[src/rtl/somador4bits.sv]
`default_nettype none
// ============================================================================
// Module   : somador4bits
// Purpose  : Registered unsigned ripple-carry adder; WIDTH+1-bit sum with
//            the carry-out in the MSB, presented one clock after capture.
//            Optional signed-overflow flag built when SOMADOR_OVF_EN is defined.
// Revision : 1.0 - initial release
// ============================================================================
module somador4bits #(
    parameter int WIDTH = 4
) (
    input  logic             clk,
    input  logic             rst,
    input  logic             in_valid,
    input  logic [WIDTH-1:0] num1,
    input  logic [WIDTH-1:0] num2,
    output logic [WIDTH:0]   resultado,
    output logic             out_valid
`ifdef SOMADOR_OVF_EN
    ,
    output logic             overflow
`endif
);

    logic [WIDTH:0]   w_carry;
    logic [WIDTH-1:0] w_sum;
    logic [WIDTH:0]   r_resultado;
    logic             r_out_valid;

    assign w_carry[0] = 1'b0;

    generate
        for (genvar gi = 0; gi < WIDTH; gi++) begin : g_full_adder
            logic w_half;
            assign w_half          = num1[gi] ^ num2[gi];
            assign w_sum[gi]       = w_half ^ w_carry[gi];
            assign w_carry[gi + 1] = (num1[gi] & num2[gi]) | (w_carry[gi] & w_half);
        end
    endgenerate

    // Reset outranks a capture in the same cycle.
    always_ff @(posedge clk) begin
        if (rst) begin
            r_resultado <= '0;
            r_out_valid <= 1'b0;
        end else begin
            r_out_valid <= in_valid;
            if (in_valid) begin
                r_resultado <= {w_carry[WIDTH], w_sum};
            end
        end
    end

    assign resultado = r_resultado;
    assign out_valid = r_out_valid;

`ifdef SOMADOR_OVF_EN
    logic r_overflow;

    always_ff @(posedge clk) begin
        if (rst) begin
            r_overflow <= 1'b0;
        end else if (in_valid) begin
            r_overflow <= w_carry[WIDTH] ^ w_carry[WIDTH-1];
        end
    end

    assign overflow = r_overflow;
`endif

endmodule
`default_nettype wire

[config.mk]
export PLATFORM = sky130hd
export DESIGN_NAME = somador4bits
export DESIGN_NICKNAME = d
export VERILOG_FILES = /design/src/rtl/somador4bits.sv
export SDC_FILE = /design/constraint.sdc
export NUM_CORES = 1
export LEC_CHECK = 0
export ABC_AREA = 1
export CORE_AREA = 2 2 39 41
export CTS_CLUSTER_DIAMETER = 150
export DETAILED_ROUTE_END_ITERATION = 8
export DIE_AREA = 0 0 41 43
export REMOVE_ABC_BUFFERS = 1
export SLEW_MARGIN = 5
export SYNTH_ARGS = -nofsm -noshare
export SYNTH_HDL_FRONTEND = slang
export SYNTH_SLANG_ARGS = --single-unit
[constraint.sdc]
create_clock -name clk -period 3.6 [get_ports clk]
set_input_delay 0.36 -clock clk [delete_from_list [all_inputs] [get_ports clk]]
set_output_delay 0.36 -clock clk [all_outputs]
set_load 0.03 [all_outputs]
After elaboration in Yosys (flattened, before gate mapping). Cells that the tools add are included. Widths: inputs -> output; s select.

Flip-flop bits (word level): 6. Bits of input ports: 11.

Bitwise operators: 17.

Operators by type and width (number): $and 1x1->1 (7); $xor 1x1->1 (7); $or 1x1->1 (3).

Logic depth before layout (Yosys ltp). Gate-level depths: netlist of the first run.

Depth in word-level cells: 7. Gate-level depth with buffers: 10.

Worst setup path after synthesis of the first run. No wires, ideal clock.

Path type: input -> register. From: input num1[0]. To: register r_resultado[3] (netlist: resultado[3]). Cell stages on the path: 10. Data arrival time: 1704 ps. Slack: 1782 ps. Setup time: 114 ps. Path through: ha_1 inv_1 fa_1 inv_1 fa_1 inv_1 fa_1 nand2_1 nand2_1 nor2_1.

Longest elaborated chain between the ends: 6.

Ends and longest elaborated chain: start, declared (RTL line 15) `input logic [WIDTH-1:0] num1,`; $and 1x1->1 (2 in a row) (RTL line 37) `assign w_carry[gi + 1] = (num1[gi] & num2[gi]) | (w_carry[gi] & w_half);`; $or 1x1->1 (RTL line 37); $and 1x1->1 (RTL line 37); $or 1x1->1 (RTL line 37); $xor 1x1->1 (RTL line 36) `assign w_sum[gi] = w_half ^ w_carry[gi];`; end signal, assigned (RTL line 49) `r_resultado <= {w_carry[WIDTH], w_sum};`; end, declared (RTL line 27) `logic [WIDTH:0] r_resultado;`.

No other way between the ends. A chain may end at the register's enable or synchronous reset.

Final worst setup path of the first run. Ends and elaborated chain as after synthesis.

==> metrics list, run 1 <==
* Area overhead of the layout relative to synthesis: 58.6%
- Reg-to-reg setup timing slack: 3040 ps
* Hold Vio Cnt, Final: 0
- Number of levels the H-tree was split into: 1
- For the worst-skew pair, the clock arrives at the later sink with an insertion delay of 240 ps.
- TritonCTS clock tree: yes
* Instance count of the mapped netlist: 43
* Total global routing track utilization: 0.0949
* Clock tree root driver cell: clkbuf_4
- Max Fanout on Critical Path: 1
- Maxcap violations: 0
- Combined area of all synthesized cells: 327 µm²
- Of the available clock period, the critical path in the final layout requires 0.600.
* Number of nets in the finished design: 78
* Final setup fails: 0
* Number of buffers inserted by port buffering: 16
- After clock tree synthesis, the clock-pin slew on the worst setup and hold paths is 50 ps.
- Dividing the detail-routed via count by the number of cells gives 3.86.
* Proportion of netlist area held by the largest area contributor: 0.368
- Number of clock sinks seen by CTS: 6
- The analysis attributes to cell leakage a power of 0.260 nW.
- Routed wire length on met3: 25 µm
- Commonest non-fill, non-tap cell in the layout: clkdlybuf4s50_1
* Clock group share of total power: 0.324
* Share of total power in combinational logic: 0.285
- Estimated wirelength of the detail-placed design: 522 µm
- The number of antenna violations at the first check in global routing was 0.
* Total CTS buffers: 3
- In this run, synthesis produced a sequential element count of 6.
- Weighted congestion reported at the end of routability-driven placement: 0.728
- For the worst setup path, the data required time is 3730 ps.
* Post-Synth XOR/XNOR Area: 0
- First-pass GRT wire length: 1.09 mm
- Reg2Reg Launch Point: resultado[4]
- Portion of total power attributed to sequential cells: 0.391
- Following the worst setup path forward leads to its endpoint at resultado[3].
- Of the total power, the share spent switching nets is 0.283.
* Cell internal pwr: 0.137 mW
- The floorplan has 14 rows.
- Number of antenna repair diodes: 0
- Data arrives at the worst endpoint at 2290 ps.
* Largest family of logic cells by synthesized area: simple AND/OR/NAND/NOR gates
* Buffers from clock root to sink, at most: 2
* Critical Path Sink Type: flop
* # Post-CTS Setup Buffers: 0
- Crit. Startpoint: num1[0]
- After detailed routing, the met2 layer carries 341 µm of wire.
* Sequential-to-total area share from yosys stat: 0.368
- Synth Area in Adders: 0.222
- Slew Limit Headroom: 0.736
- The synthesized netlist contains 8 unique library cells.
- Number of remaining DRC errors: 0
- Post-CTS repair changed the size of 0 cells.
- The die covers 1760 µm².
- Maximum number of pins on one net before global-route repair: 12
* Basic-gate share of the synthesized area counting and, or, nand and nor cells: 0.249
- Initial core utilization: 0.236
* Routed length on met1: 247 µm
- Capture point of the worst reg-to-reg path: resultado[4]
- Setup TNS: 0 ps
- Summed over all layers, the global routing overflow is 0.
* Highest clock rate: 463 MHz
* Mean cell area of the mapped netlist: 7.59 µm²
- Worst Reg2Reg Path Length in Cells: 2
- Number of iterations in the first detailed-routing pass: 2
- For this design the total switching power over the nets is 0.0540 mW.
- Peak supply drop: 0.109 mV
- After synthesis, the share of cell area in mux cells is 0.
- In the post-synthesis netlist, the biggest area contributors are dfxtp_1, fa_1, inv_1.
- The core region is 1380 µm².
- In this run the vertical extent of the chip is 43 µm.
- Power density of the placed cells: 368 nW/µm²
- Library cell with the largest summed area after synthesis: dfxtp_1
- In the final layout, the share of cells above drive strength 1 is 0.0656.
- The number of max-slew violations in the final report came to 0.
- The detail route stage leaves a number of antenna-violating nets equal to 0.
- Between clock sinks in the finished design, the worst skew comes to 0 ps.
- Critical Path Start Type: input port
- The worst hold path belongs to the class reg2reg.
* Top library cells by usage in the layout, fill and taps aside: clkdlybuf4s50_1, inv_1, nor2_1
- Setup repair after global routing left no endpoint under its margin.
- Tmin final: 2160 ps
- Total power consumption of the routed design: 0.191 mW
- The compound-gate portion of the synthesized area came to 0.
* Routed length per placed instance: 7.97 µm
- Via total after detailed routing: 297
- Ys Warns: 0
- Final hold analysis gives a worst-case slack of 469 ps.
- Result of the run: finished, final reports clean
- For the pin with the worst max-slew slack, the measured transition is 395 ps.
- The setup path with the least slack is of type in2reg.
- After the first detailed-routing iteration, the DRC count stood at 3.
* Highest metal layer used by the detailed router: met3
- Number of global-route vias before repair: 299
- After filler insertion, the fill cell instance count of the layout stands at 153.
- Measured along the x axis, the die boundary spans 41 µm.
- 17 I/O pins were placed.
- Number of hold buffers added after CTS: 0
- Summed over all layers, the routed wires come to 614 µm.
worst min path at each step:
stage                      start      endpoint  slack, ps  depth (start not counted)
finish              resultado[0]  resultado[0]        470                          2
global route        resultado[4]  resultado[4]        500                          2
CTS                 resultado[0]  resultado[0]        470                          2
detailed placement  resultado[0]  resultado[0]        470                          2
global placement    resultado[2]  resultado[2]        460                          2
floorplan                    rst     out_valid        430                          1
metal layers:
metal  vias up  GRT usage
met1       137      0.108
met4         0     0.0600
met2         5      0.144
li1        155          -
met5         -          0
met3         0     0.0314
synth_stat cells:
master   number
inv_1        11
nor2_1       11
nand2_1       9
dfxtp_1       6
fa_1          3
buf_6         1
ha_1          1
nand2_2       1
state kept, by name, indices dropped and copies added, names as in the netlist:
name and cells:
resultado 5, out_valid 1
worst max-delay path: stages:
cell             delay (ps)
clkdlybuf4s50_1         460
ha_1                    140
inv_1                    50
fa_1                    360
inv_1                    80
fa_1                    160
inv_1                    50
fa_1                    470
nand2_1                  50
nand2_1                  80
nor2_1                   40
layout make-up:
| cell class | count | area [µm²] | share of cell area |
|---|---|---|---|
| inverter | 11 | 41.3 | 0.0797 |
| clock buffer | 3 | 22.5 | 0.0435 |
| sequential | 6 | 120 | 0.232 |
| tap | 16 | 20.0 | 0.0386 |
| multi-input combinational | 25 | 154 | 0.297 |
| timing repair buffer | 16 | 160 | 0.309 |
power by group through the flow:
stage,combinational (mW),clock [mW],sequential (mW)
after floorplan,0.0175,0,0.0868
after global placement,0.0538,0,0.0758
after detailed placement,0.0554,0,0.0759
after CTS,0.0555,0.0661,0.0746
after global routing,0.0616,0.0685,0.0750
final,0.0544,0.0617,0.0746
cell families after synthesis:
kind of cell | count (synthesis)
adders and majority gates | 4
and+or+nand+nor | 21
DFF | 6
buffers and inverters | 12
stage by stage:
step	setup slack [ps]	std cells	instance area (µm²)	util
5_1_grt	1350	77	518	0.374
4_1_cts	1440	77	518	0.374
3_5_place_dp	1190	74	495	0.358
2_1_floorplan	1780	42	315	-
6_report	1440	77	518	0.374
3_3_place_gp	1240	74	495	0.358
Note: power is estimated with default switching activity, not from simulation.
==> run 2, diff against run 1 <==
==> constraint.sdc (replaced) <==
create_clock -name clk -period 1.8 [get_ports clk]
set_input_delay 0.18 -clock clk [delete_from_list [all_inputs] [get_ports clk]]
set_output_delay 0.18 -clock clk [all_outputs]
set_load 0.03 [all_outputs]
==> run 2 against run 1 <==
  * Sequential share of layout area fell by 0.33 points
  * Register-to-register slack got worse by 1800 ps
  * Largest power group unchanged
  * Highest routed layer unchanged
  * Total power rose by 98%
==> metrics list, run 2 (synthesized netlist as in run 1, its figures left out) <==
* Critical path class: in2reg (unchanged)
* Setup repair after global routing missed its margin: no (unchanged)
- The final RePlAce weighted congestion is 0.737 (was 0.728).
- Area overhead of the layout relative to synthesis: 60.9% (was 58.6%)
* GRT met3 Usage: 0.0785 (was 0.0314)
- Ports: 17 (unchanged)
* Busiest metal layer after global routing: met2 (unchanged)
- Tmin final: 1720 ps
- Buffers from clock root to sink, at most: 2 (unchanged)
* Core utilization of the finished layout: 0.380 (was 0.374)
- Peak supply drop: 0.399 mV (was 0.109 mV)
- The worst-case headroom to the max-slew limit was 0.744 (was 0.736).
- The standard cell with the maximum stage delay on the critical path was fa_1 (unchanged).
* FILL cells: 158 (was 153)
- Number of hold buffers added after CTS: 0 (unchanged)
* Clock insertion delay at the later pin of the skew report: 240 ps (about the same)
* Longest individual stage delay on the worst path: 470 ps (about the same)
- The detailed-router iteration count before antenna repair came to 4 (was 2).
* # Post-CTS Setup Buffers: 0 (unchanged)
- The total setup violations reported at the end of the flow is 0 (unchanged).
- The largest clock skew in the final design was 0 ps (unchanged).
- Number of levels the H-tree was split into: 1 (unchanged)
- Top library cells by usage in the layout, fill and taps aside: clkdlybuf4s50_1, nor2_1, nand2_1 (was clkdlybuf4s50_1, inv_1, nor2_1)
- Remaining number of nets flagged by the antenna check after routing: 0 (unchanged)
- Power density of the placed cells: 718 nW/µm² (was 368 nW/µm²)
* Total global routing track utilization: 0.0870 (was 0.0949)
- The number of buffers and inverters on the critical path came to 4 (unchanged).
- Met2 track utilization from global routing: 0.138 (was 0.144)
* Highest clock rate: 583 MHz
* Antenna violations before repair: 0 (unchanged)
- The die boundary height was 43 µm (unchanged).
- The number of global-route vias before repair is 269 (was 299).
- The clock root buffer was clkbuf_4 (unchanged).
* Global-route met1 utilization: 0.0888 (was 0.108)
* Fin crit share: 0.953
- Hold Vio Cnt, Final: 0 (unchanged)
* Number of nets in the finished design: 78 (unchanged)
- The number of max-cap violations came to 0 (unchanged).
- The global route total overflow is 0 (unchanged).
- Critical Path Start Type: input port (unchanged)
* Max Fanout on Critical Path: 1 (unchanged)
- Commonest non-fill, non-tap cell in the layout: clkdlybuf4s50_1 (unchanged)
- The area of the core came to 1380 µm² (unchanged).
- Critical Path Sink Type: flop (unchanged)
* TritonCTS clock tree: yes (unchanged)
* Result of the run: finished, final reports clean (unchanged)
* Routed length per placed instance: 7.88 µm (was 7.97 µm)
- The fraction of layout cells with a size suffix above 1 was 0.180 (was 0.0656).
- Post-DR vias/cell: 3.86 (unchanged)
* Number of design-rule violations left by the first detailed-router iteration: 9 (was 3)
- Setup TNS: 0 ps (unchanged)
- The number of port buffers is 16 (unchanged).
* Post-route worst setup slack: 83.9 ps (was 1440 ps)
* Leak pwr: 0.265 nW (was 0.260 nW)
* Via total after detailed routing: 297 (unchanged)
* Number of remaining DRC errors: 0 (unchanged)
* Post-Route WL: 607 µm (was 614 µm)
- First-pass GRT wire length: 993 µm (was 1.09 mm)
- The flip-flop count of the largest register, all copies and words added is 5 (unchanged).
- Initial core utilization: 0.236 (unchanged)
- The cell row count came to 14 (unchanged).
- The TritonCTS sink count is 6 (unchanged).
- The clock-pin transition on the worst setup and hold timing paths was 40 ps (was 50 ps).
- Required time worst endpoint: 1930 ps (was 3730 ps)
* Family of cells with the greatest summed delay on the critical path: adder cells (unchanged)
* Maximum number of pins on one net before global-route repair: 12 (unchanged)
- The arrival time of data at the critical path endpoint is 1850 ps (was 2290 ps).
- Estimated wirelength of the detail-placed design: 499 µm (was 522 µm)
- The number of clock buffers inserted by TritonCTS was 3 (unchanged).
* Number of antenna repair diodes: 0 (unchanged)
- Worst slew pin tran: 383 ps (was 395 ps)
- Critical-path cell list: dlygate4sd2_1, ha_2, inv_2, fa_2, inv_2, fa_2, inv_1, fa_1, nand2_1, nand2_1, nor2_1 (was clkdlybuf4s50_1, ha_1, inv_1, fa_1, inv_1, fa_1, inv_1, fa_1, nand2_1, nand2_1, nor2_1)
- Die width: 41 µm (unchanged)
- The area of the die is 1760 µm² (unchanged).
- The path category of the worst min-delay check was reg2reg (unchanged).
* Final Max Tran Viols: 0 (unchanged)
- Placement Setup Slack: -428 ps (was 1190 ps)
-- run 2: timing repair --
| action | 4_1_cts | 5_1_grt |
|---|---|---|
| resized for setup | 8 | 4 |
| pin swaps | 3 | 3 |
| endpoints found under the setup margin | 2 | 1 |
-- run 2: cell type report --
| class | count | area, µm² | area share |
|---|---|---|---|
| Timing Repair Buffer | 16 | 160 | 0.305 |
| Clock buffer | 3 | 22.5 | 0.0429 |
| Inverter | 11 | 41.3 | 0.0786 |
| Sequential cell | 6 | 120 | 0.229 |
| Tap cell | 16 | 20.0 | 0.0381 |
| Multi-Input combinational cell | 25 | 161 | 0.307 |
-- run 2: routing by layer --
metal | vias up | part of all wire | routed length, µm
met5 | - | 0 | 0
met3 | 0 | 0.077 | 47
met4 | 0 | 0 | 0
li1 | 154 | - | -
met1 | 135 | 0.32 | 192
met2 | 8 | 0.60 | 367
-- run 2: through the flow --
step / total power, mW / cell area [µm²] / std cells / hold WS, ps
after floorplan: 0.209 / 315 / 42 / 251
after global placement: 0.259 / 495 / 74 / 459
after detailed placement: 0.261 / 495 / 74 / 465
after CTS: 0.385 / 522 / 77 / 471
after global routing: 0.408 / 526 / 77 / 500
final: 0.377 / 526 / 77 / 469
-- run 2: tightest hold or removal path: cells and delay by family, from the launching register on --
| kind | cells | cell delay [ps] |
|---|---|---|
| DFF | 1 | 300 |
| and+or+nand+nor | 2 | 130 |
-- run 2: where the power goes --
part,switching (mW),total (mW),internal [mW]
sequential,0.00487,0.149,0.145
clock,0.0434,0.118,0.0751
combinational,0.0568,0.110,0.0528
total,0.105,0.377,0.272
-- run 2: final timing paths --
check,startpoint,to,slack [ps],cells after the start
setup / recovery,num2[0],resultado[3],80,11
hold / removal,resultado[3],resultado[3],470,2
setup reg to reg,resultado[4],resultado[4],1240,2
hold reg to reg,resultado[3],resultado[3],470,2
